$ cat config.mk
export PLATFORM = sky130hd
export DESIGN_NAME = cache_read_controller
export DESIGN_NICKNAME = d
export VERILOG_FILES = /design/src/rtl/cache_read_controller.sv
export SDC_FILE = /design/constraint.sdc
export NUM_CORES = 1
export LEC_CHECK = 0
export ABC_AREA = 1
export CORE_MARGIN = 3
export CORE_UTILIZATION = 26
export DETAILED_ROUTE_END_ITERATION = 6
export PLACE_DENSITY_LB_ADDON = 0.05
export SYNTH_ARGS = -nofsm -noshare
export SYNTH_HDL_FRONTEND = slang
export SYNTH_SLANG_ARGS = --single-unit
export TNS_END_PERCENT = 50
$ cat constraint.sdc
create_clock -name clk -period 1.9 [get_ports clk]
set_input_delay 0.38 -clock clk [delete_from_list [all_inputs] [get_ports clk]]
set_output_delay 0.38 -clock clk [all_outputs]
set_load 0.01 [all_outputs]
$ cat src/rtl/cache_read_controller.sv
// Read-side controller for a direct-mapped, 1024-line, 4-word-per-line cache.
// It accepts one CPU load at a time and looks the address up in the external
// tag/valid/line array. On a miss it fetches the line from main memory and
// writes it into the array. It then returns the addressed word with a
// one-cycle cpuReady pulse. It also keeps saturating hit and miss counters.
module cache_read_controller #(
    parameter int ADDR_WIDTH  = 15,
    parameter int INDEX_WIDTH = 10,
    parameter int TAG_WIDTH   = 3,
    parameter int WORD_SIZE   = 32,
    parameter int LINE_WIDTH  = 128,
    parameter int COUNT_WIDTH = 14
) (
    input  logic                              clk,
    input  logic                              rst,

    // CPU load port
    input  logic                              cpuRead,
    input  logic [ADDR_WIDTH-1:0]             cpuAddress,
    output logic                              cpuReady,
    output logic                              cpuHit,
    output logic [WORD_SIZE-1:0]              dataOut,

    // Cache array (tag/valid/line storage, combinational read)
    output logic [INDEX_WIDTH-1:0]            cacheIndex,
    input  logic [TAG_WIDTH-1:0]              cacheTagIn,
    input  logic                              cacheValidIn,
    input  logic [LINE_WIDTH-1:0]             cacheLineIn,
    output logic                              cacheWrite,
    output logic [TAG_WIDTH-1:0]              cacheTagOut,
    output logic [LINE_WIDTH-1:0]             cacheLineOut,

    // Main-memory line read port
    output logic                              memRead,
    output logic [TAG_WIDTH+INDEX_WIDTH-1:0]  memAddress,
    input  logic                              memReady,
    input  logic [LINE_WIDTH-1:0]             memData,

    // Statistics
    output logic [COUNT_WIDTH-1:0]            hitCount,
    output logic [COUNT_WIDTH-1:0]            missCount
);

    // Address layout: {tag, index, offset}; the offset selects a word in the line.
    localparam int OFFSET_WIDTH    = ADDR_WIDTH - TAG_WIDTH - INDEX_WIDTH;
    localparam int WORDS_PER_LINE  = LINE_WIDTH / WORD_SIZE;
    localparam int LINE_ADDR_WIDTH = TAG_WIDTH + INDEX_WIDTH;

    typedef enum logic [2:0] {
        IDLE,
        LOOKUP,
        MISS_WAIT,
        FILL,
        RESPOND
    } state_t;

    state_t                         state;

    // Request and fill storage
    logic [ADDR_WIDTH-1:0]          addr_q;
    logic [LINE_WIDTH-1:0]          line_q;

    // Registered outputs, each loaded with the value for the state being entered
    logic                           mem_read_q;
    logic                           cache_write_q;
    logic                           cpu_ready_q;
    logic                           cpu_hit_q;
    logic [WORD_SIZE-1:0]           data_out_q;

    logic [COUNT_WIDTH-1:0]         hit_count_q;
    logic [COUNT_WIDTH-1:0]         miss_count_q;

    // Fields of the latched request
    logic [TAG_WIDTH-1:0]           req_tag;
    logic [INDEX_WIDTH-1:0]         req_index;
    logic [OFFSET_WIDTH-1:0]        req_offset;

    // Word-array views of the array line and of the captured fill line
    logic [WORDS_PER_LINE-1:0][WORD_SIZE-1:0] array_words;
    logic [WORDS_PER_LINE-1:0][WORD_SIZE-1:0] fill_words;

    logic                           lookup_hit;
    logic                           count_hit;
    logic                           count_miss;

    assign req_tag     = addr_q[ADDR_WIDTH-1 -: TAG_WIDTH];
    assign req_index   = addr_q[OFFSET_WIDTH +: INDEX_WIDTH];
    assign req_offset  = addr_q[OFFSET_WIDTH-1:0];

    assign array_words = cacheLineIn;
    assign fill_words  = line_q;

    // A line that is not valid never hits, even if its stale tag matches.
    assign lookup_hit  = cacheValidIn && (cacheTagIn == req_tag);

    // Exactly one counter moves per accepted request, in the LOOKUP cycle.
    assign count_hit   = (state == LOOKUP) &&  lookup_hit;
    assign count_miss  = (state == LOOKUP) && !lookup_hit;

    // The array and the memory see the latched request, never the live CPU bus.
    assign cacheIndex   = req_index;
    assign cacheTagOut  = req_tag;
    assign cacheLineOut = line_q;
    assign memAddress   = addr_q[ADDR_WIDTH-1 -: LINE_ADDR_WIDTH];

    assign memRead      = mem_read_q;
    assign cacheWrite   = cache_write_q;
    assign cpuReady     = cpu_ready_q;
    assign cpuHit       = cpu_hit_q;
    assign dataOut      = data_out_q;
    assign hitCount     = hit_count_q;
    assign missCount    = miss_count_q;

    // Request sequencing FSM; the outputs are registered with the state they belong to.
    // NOTE: sequential state uses non-blocking (<=) so every register samples
    // pre-edge values; blocking (=) here would make results depend on statement order.
    always_ff @(posedge clk or negedge rst) begin
        if (!rst) begin
            state         <= IDLE;
            mem_read_q    <= 1'b0;
            cache_write_q <= 1'b0;
            cpu_ready_q   <= 1'b0;
            cpu_hit_q     <= 1'b0;
            data_out_q    <= '0;
        end else begin
            // Pulse-type outputs default low and are raised only for the state being entered.
            mem_read_q    <= 1'b0;
            cache_write_q <= 1'b0;
            cpu_ready_q   <= 1'b0;
            cpu_hit_q     <= 1'b0;
            data_out_q    <= '0;

            case (state)
                IDLE: begin
                    if (cpuRead) begin
                        state <= LOOKUP;
                    end
                end

                LOOKUP: begin
                    if (lookup_hit) begin
                        state       <= RESPOND;
                        cpu_ready_q <= 1'b1;
                        cpu_hit_q   <= 1'b1;
                        data_out_q  <= array_words[req_offset];
                    end else begin
                        state      <= MISS_WAIT;
                        mem_read_q <= 1'b1;
                    end
                end

                MISS_WAIT: begin
                    // memRead stays a level until memory answers; there is no timeout.
                    if (memReady) begin
                        state         <= FILL;
                        cache_write_q <= 1'b1;
                    end else begin
                        mem_read_q <= 1'b1;
                    end
                end

                FILL: begin
                    // The line was captured on entry to FILL, so the word comes from line_q.
                    state       <= RESPOND;
                    cpu_ready_q <= 1'b1;
                    cpu_hit_q   <= 1'b0;
                    data_out_q  <= fill_words[req_offset];
                end

                RESPOND: begin
                    state <= IDLE;
                end

                default: begin
                    state <= IDLE;
                end
            endcase
        end
    end

    // Latches the request in IDLE and captures the memory line in MISS_WAIT.
    // NOTE: these are small datapath registers, not an array, so they take the
    // async reset as well.
    always_ff @(posedge clk or negedge rst) begin
        if (!rst) begin
            addr_q <= '0;
            line_q <= '0;
        end else begin
            if (state == IDLE && cpuRead) begin
                addr_q <= cpuAddress;
            end
            if (state == MISS_WAIT && memReady) begin
                line_q <= memData;
            end
        end
    end

    // Saturating hit/miss statistics; a counter at all-ones holds its value.
    always_ff @(posedge clk or negedge rst) begin
        if (!rst) begin
            hit_count_q  <= '0;
            miss_count_q <= '0;
        end else begin
            if (count_hit && !(&hit_count_q)) begin
                hit_count_q <= hit_count_q + COUNT_WIDTH'(1);
            end
            if (count_miss && !(&miss_count_q)) begin
                miss_count_q <= miss_count_q + COUNT_WIDTH'(1);
            end
        end
    end

endmodule

==> flow_summary.yaml <==
sta:
  finalCritPeriodShare_pct: 97.9
  max_freq_ghz: 0.537
  min_period_ns: 1.86
  hold_viol: 0
  slew_headroom_pct: 58.8
  finalSetupViolCount: 0
  grt_setup_unrepaired: "no"
  maxSlewViolCount: 0
  tightest_slew_ns: 0.618
  clock_skew_ns: 0.0134
cells_and_area:
  filler_cell_count: 4182
  nets: 2230
  drive_gt1_share_pct: 7.47
  area_growth_pct: 61.0
  final_core_utilization_pct: 42.9
yosys:
  synth_fp_nets: 1751
  synth_top_area_share_pct: 49.1
  ys_top_cells_by_area: "dfrtp_1 49%, nand2_1 22%, nor2_1 8.0%"
  yosys_warnings: 0
  syn_inst: 1470
  syn_avg_cell_area_um2: 7.29
  syn_area_um2: 10700
  synthDistinctLibCells: 26
  synth_top_area_cell: "dfrtp_1"
  synth-seq-cells: 210
  seq_area_frac_synth_pct: 49.1
clocking:
  cts_made_buffers: 27
  clk_pin_slew_ns: 0.06
  htreeDepth: 1
  cts_buffer_depth: 3
  cts.sinks: 210
  cts-root-buf: "clkbuf_16"
  clkLatencyLatePin_ns: 0.55
  cts_tree: "built"
global_route:
  grt.total_usage_pct: 21.8
  grt_first_pass_wirelength_mm: 73.3
  globalRouteOverflowTotal: 0
  antenna_found_initial: 6
  grt_pass1_vias: 11300
  grt_max_degree: 64
min_path:
  holdPathEnd: "cacheLineOut[43]$_DFFE_PN0P_"
  hold_class: "in -> reg"
  hp-start: "memData[43]"
  min_path_cells: 3
worst_setup_path:
  worstPathRequired_ns: 1.52
  slowest_stage: "clkdlybuf4s50_1"
  path_cells: "clkdlybuf4s50_1"
  critPathCaptureType: "primary output"
  cp_max_fo: 3
  worstRegToRegCells: 7
  crit_buf_inv: 1
  reg2reg_from: "addr_q[0]$_DFFE_PN0P_"
  worstReg2RegEnd: "dataOut[8]$_DFF_PN0_"
  crit_cells: 1
  worstSetupStartpointType: "flip-flop"
  critPathMaxStageDelay_ns: 0.57
  critPathTopFamily: "buffers and inverters"
  criticalPathCategory: "reg -> out"
  r2r_slack_ns: 0.07
  cp.arrival_ns: 1.48
detailed_routing:
  wire_per_inst_um: 19.6
  viasPerCell: 4.46
  firstDrtPassIters: 5
  dr_total_vias: 11100
  drc_errors: 0
  drtIter0Drc: 628
  ant_nets: 0
  routed_wl_mm: 49.0
die:
  core_um2: 40200
  die_x_um: 209
  rows: 73
  die_h_um: 209
  dieArea_um2: 43700
  initial_core_util_pct: 26.7
  num_io_pins: 497
pwr:
  total_power_w: 0.0253
  p_int_w: 0.0145
  combPwrFrac_pct: 49.9
  ir_worst_vdd_mv: 0.565
  p_seq_share_pct: 30.5
  p_clk_share_pct: 19.6
  p_switching_w: 0.0108
  leakage_nw: 8.71
  power_density_nw_per_um2: 1470
  swShare_pct: 42.7
run_status:
  run_status: "completed"
place:
  globalplace.congestion: 0.853
  dp_hpwl_mm: 37.3
  io_buffers: 496
job:
  cap_violations: 0
-- tightest hold or removal path, cell delays in order --
cell and delay (ns):
clkdlybuf4s50_1 0.39, nand2_1 0.06, nand2_1 0.04
-- routing by layer --
| layer | vias to the layer above | part of all wire (%) | global-route usage, % | wire [um] |
|---|---|---|---|---|
| li1 | 5556 | - | - | - |
| met1 | 5196 | 43 | 29.0 | 21300 |
| met2 | 335 | 48 | 35.9 | 23400 |
| met3 | 47 | 6.9 | 5.84 | 3410 |
| met4 | 4 | 1.8 | 4.48 | 873 |
| met5 | - | 0.063 | 0 | 31 |
-- power groups by stage --
stage | Clock, W | Sequential, W | Combinational (W)
2_1_floorplan | 0 | 0.00805 | 0.00567
3_3_place_gp | 0 | 0.00783 | 0.0137
3_5_place_dp | 0 | 0.00783 | 0.0136
4_1_cts | 0.00514 | 0.00775 | 0.0129
5_1_grt | 0.00530 | 0.00800 | 0.0140
6_report | 0.00496 | 0.00772 | 0.0126
-- how the worst max path moves through the flow --
stage                                        startpoint                   endpoint
after CTS                 cacheLineOut[102]$_DFFE_PN0P_          cacheLineOut[102]
after global routing              addr_q[0]$_DFFE_PN0P_       dataOut[8]$_DFF_PN0_
after floorplan                 hitCount[0]$_DFFE_PN0P_   hitCount[12]$_DFFE_PN0P_
after detailed placement                  cacheTagIn[2]   missCount[7]$_DFFE_PN0P_
after global placement                    cacheTagIn[2]  missCount[11]$_DFFE_PN0P_
final                      cacheLineOut[58]$_DFFE_PN0P_           cacheLineOut[58]
-- sequential cells by signal (all words and copies together), names as in the netlist --
name / count
addr_q: 15
cacheLineOut: 128
cacheWrite: 1
cpuHit: 1
cpuReady: 1
dataOut: 32
hitCount: 14
memRead: 1
missCount: 14
state: 3
-- area by class of cell --
| class | count | area, um^2 | share of cell area (%) |
|---|---|---|---|
| Timing Repair Buffer | 558 | 5560 | 32.2 |
| Sequential cell | 210 | 5280 | 30.6 |
| Multi-Input combinational cell | 1120 | 4750 | 27.5 |
| Clock buffer | 41 | 818 | 4.75 |
| Tap cell | 525 | 657 | 3.81 |
| Inverter | 32 | 125 | 0.726 |
| Clock inverter | 7 | 41.3 | 0.239 |
| Antenna cell | 4 | 10.0 | 0.0581 |
-- layout by cell type (no fill, tap or decap), types with 2 or more instances in the layout --
master	count
nor2_2	3
clkdlybuf4s50_1	329
clkbuf_8	9
clkbuf_1	5
clkbuf_16	27
nand4_1	11
ha_1	2
dfrtp_4	2
xnor2_1	8
inv_1	29
dfrtp_2	15
dlygate4sd2_1	138
nor2_1	226
xor2_1	6
o21ai_0	166
diode_2	4
dlymetal6s2s_1	28
nand3_2	3
buf_4	43
inv_4	2
nand2_1	630
nand3_1	15
mux2_2	11
or2_2	2
nor3_4	2
a21oi_1	4
clkinv_2	5
o21ai_1	29
buf_12	18
dfrtp_1	193
-- synthesized netlist by cell type --
master,n
nand3_1,16
buf_6,1
nor3_4,1
buf_4,42
nand4_2,1
nand3_2,3
nand2_1,630
dfrtp_1,210
nor3_2,1
inv_2,1
mux2_2,11
o21ai_0,168
xor2_1,6
a21oi_1,4
nand4_1,11
buf_1,5
clkinv_1,1
o21ai_1,27
inv_1,30
xnor2_1,8
ha_1,2
nor2_2,2
buf_2,31
or2_2,2
nor2_1,227
clkbuf_1,29
-- timing repair --
| item | in CTS | in global routing |
|---|---|---|
| hold buffers | 1 | 0 |
| hold endpoints to repair | 43 | 0 |
| endpoints found under the setup margin | 142 | 42 |
| setup buffers | 6 | 0 |
| resized for setup | 153 | 31 |
-- metrics by stage --
| step | setup slack [ns] | hold WS (ns) | TNS [ns] | cells | area (um^2) |
|---|---|---|---|---|---|
| after floorplan | 0.292 | 0.0844 | 0 | 1470 | 10700 |
| after global placement | -0.286 | 0.353 | -3.97 | 2438 | 16400 |
| after detailed placement | -0.319 | 0.358 | -4.40 | 2438 | 16400 |
| after CTS | 0.000740 | 0.333 | 0 | 2493 | 17200 |
| after global routing | 0.000541 | 0.353 | 0 | 2497 | 17200 |
| final | 0.0390 | 0.364 | 0 | 2497 | 17200 |
-- logic make-up (layout without fill, tap and decap cells) --
logic type               count (synthesis)  count (layout)  share of synthesized area (%)
other                                    0               4                              0
AND/OR/NAND/NOR                        894             894                           32.3
adder cells (fa/ha/maj)                  2               2                          0.234
flip-flops                             210             210                           49.1
multiplexers                            11              11                           1.16
buffers and inverters                  140             638                           6.81
XOR/XNOR                                14              14                           1.14
AO/OA/AOI/OAI                          199             199                           9.30
Note: power is estimated with default switching activity, not from simulation.
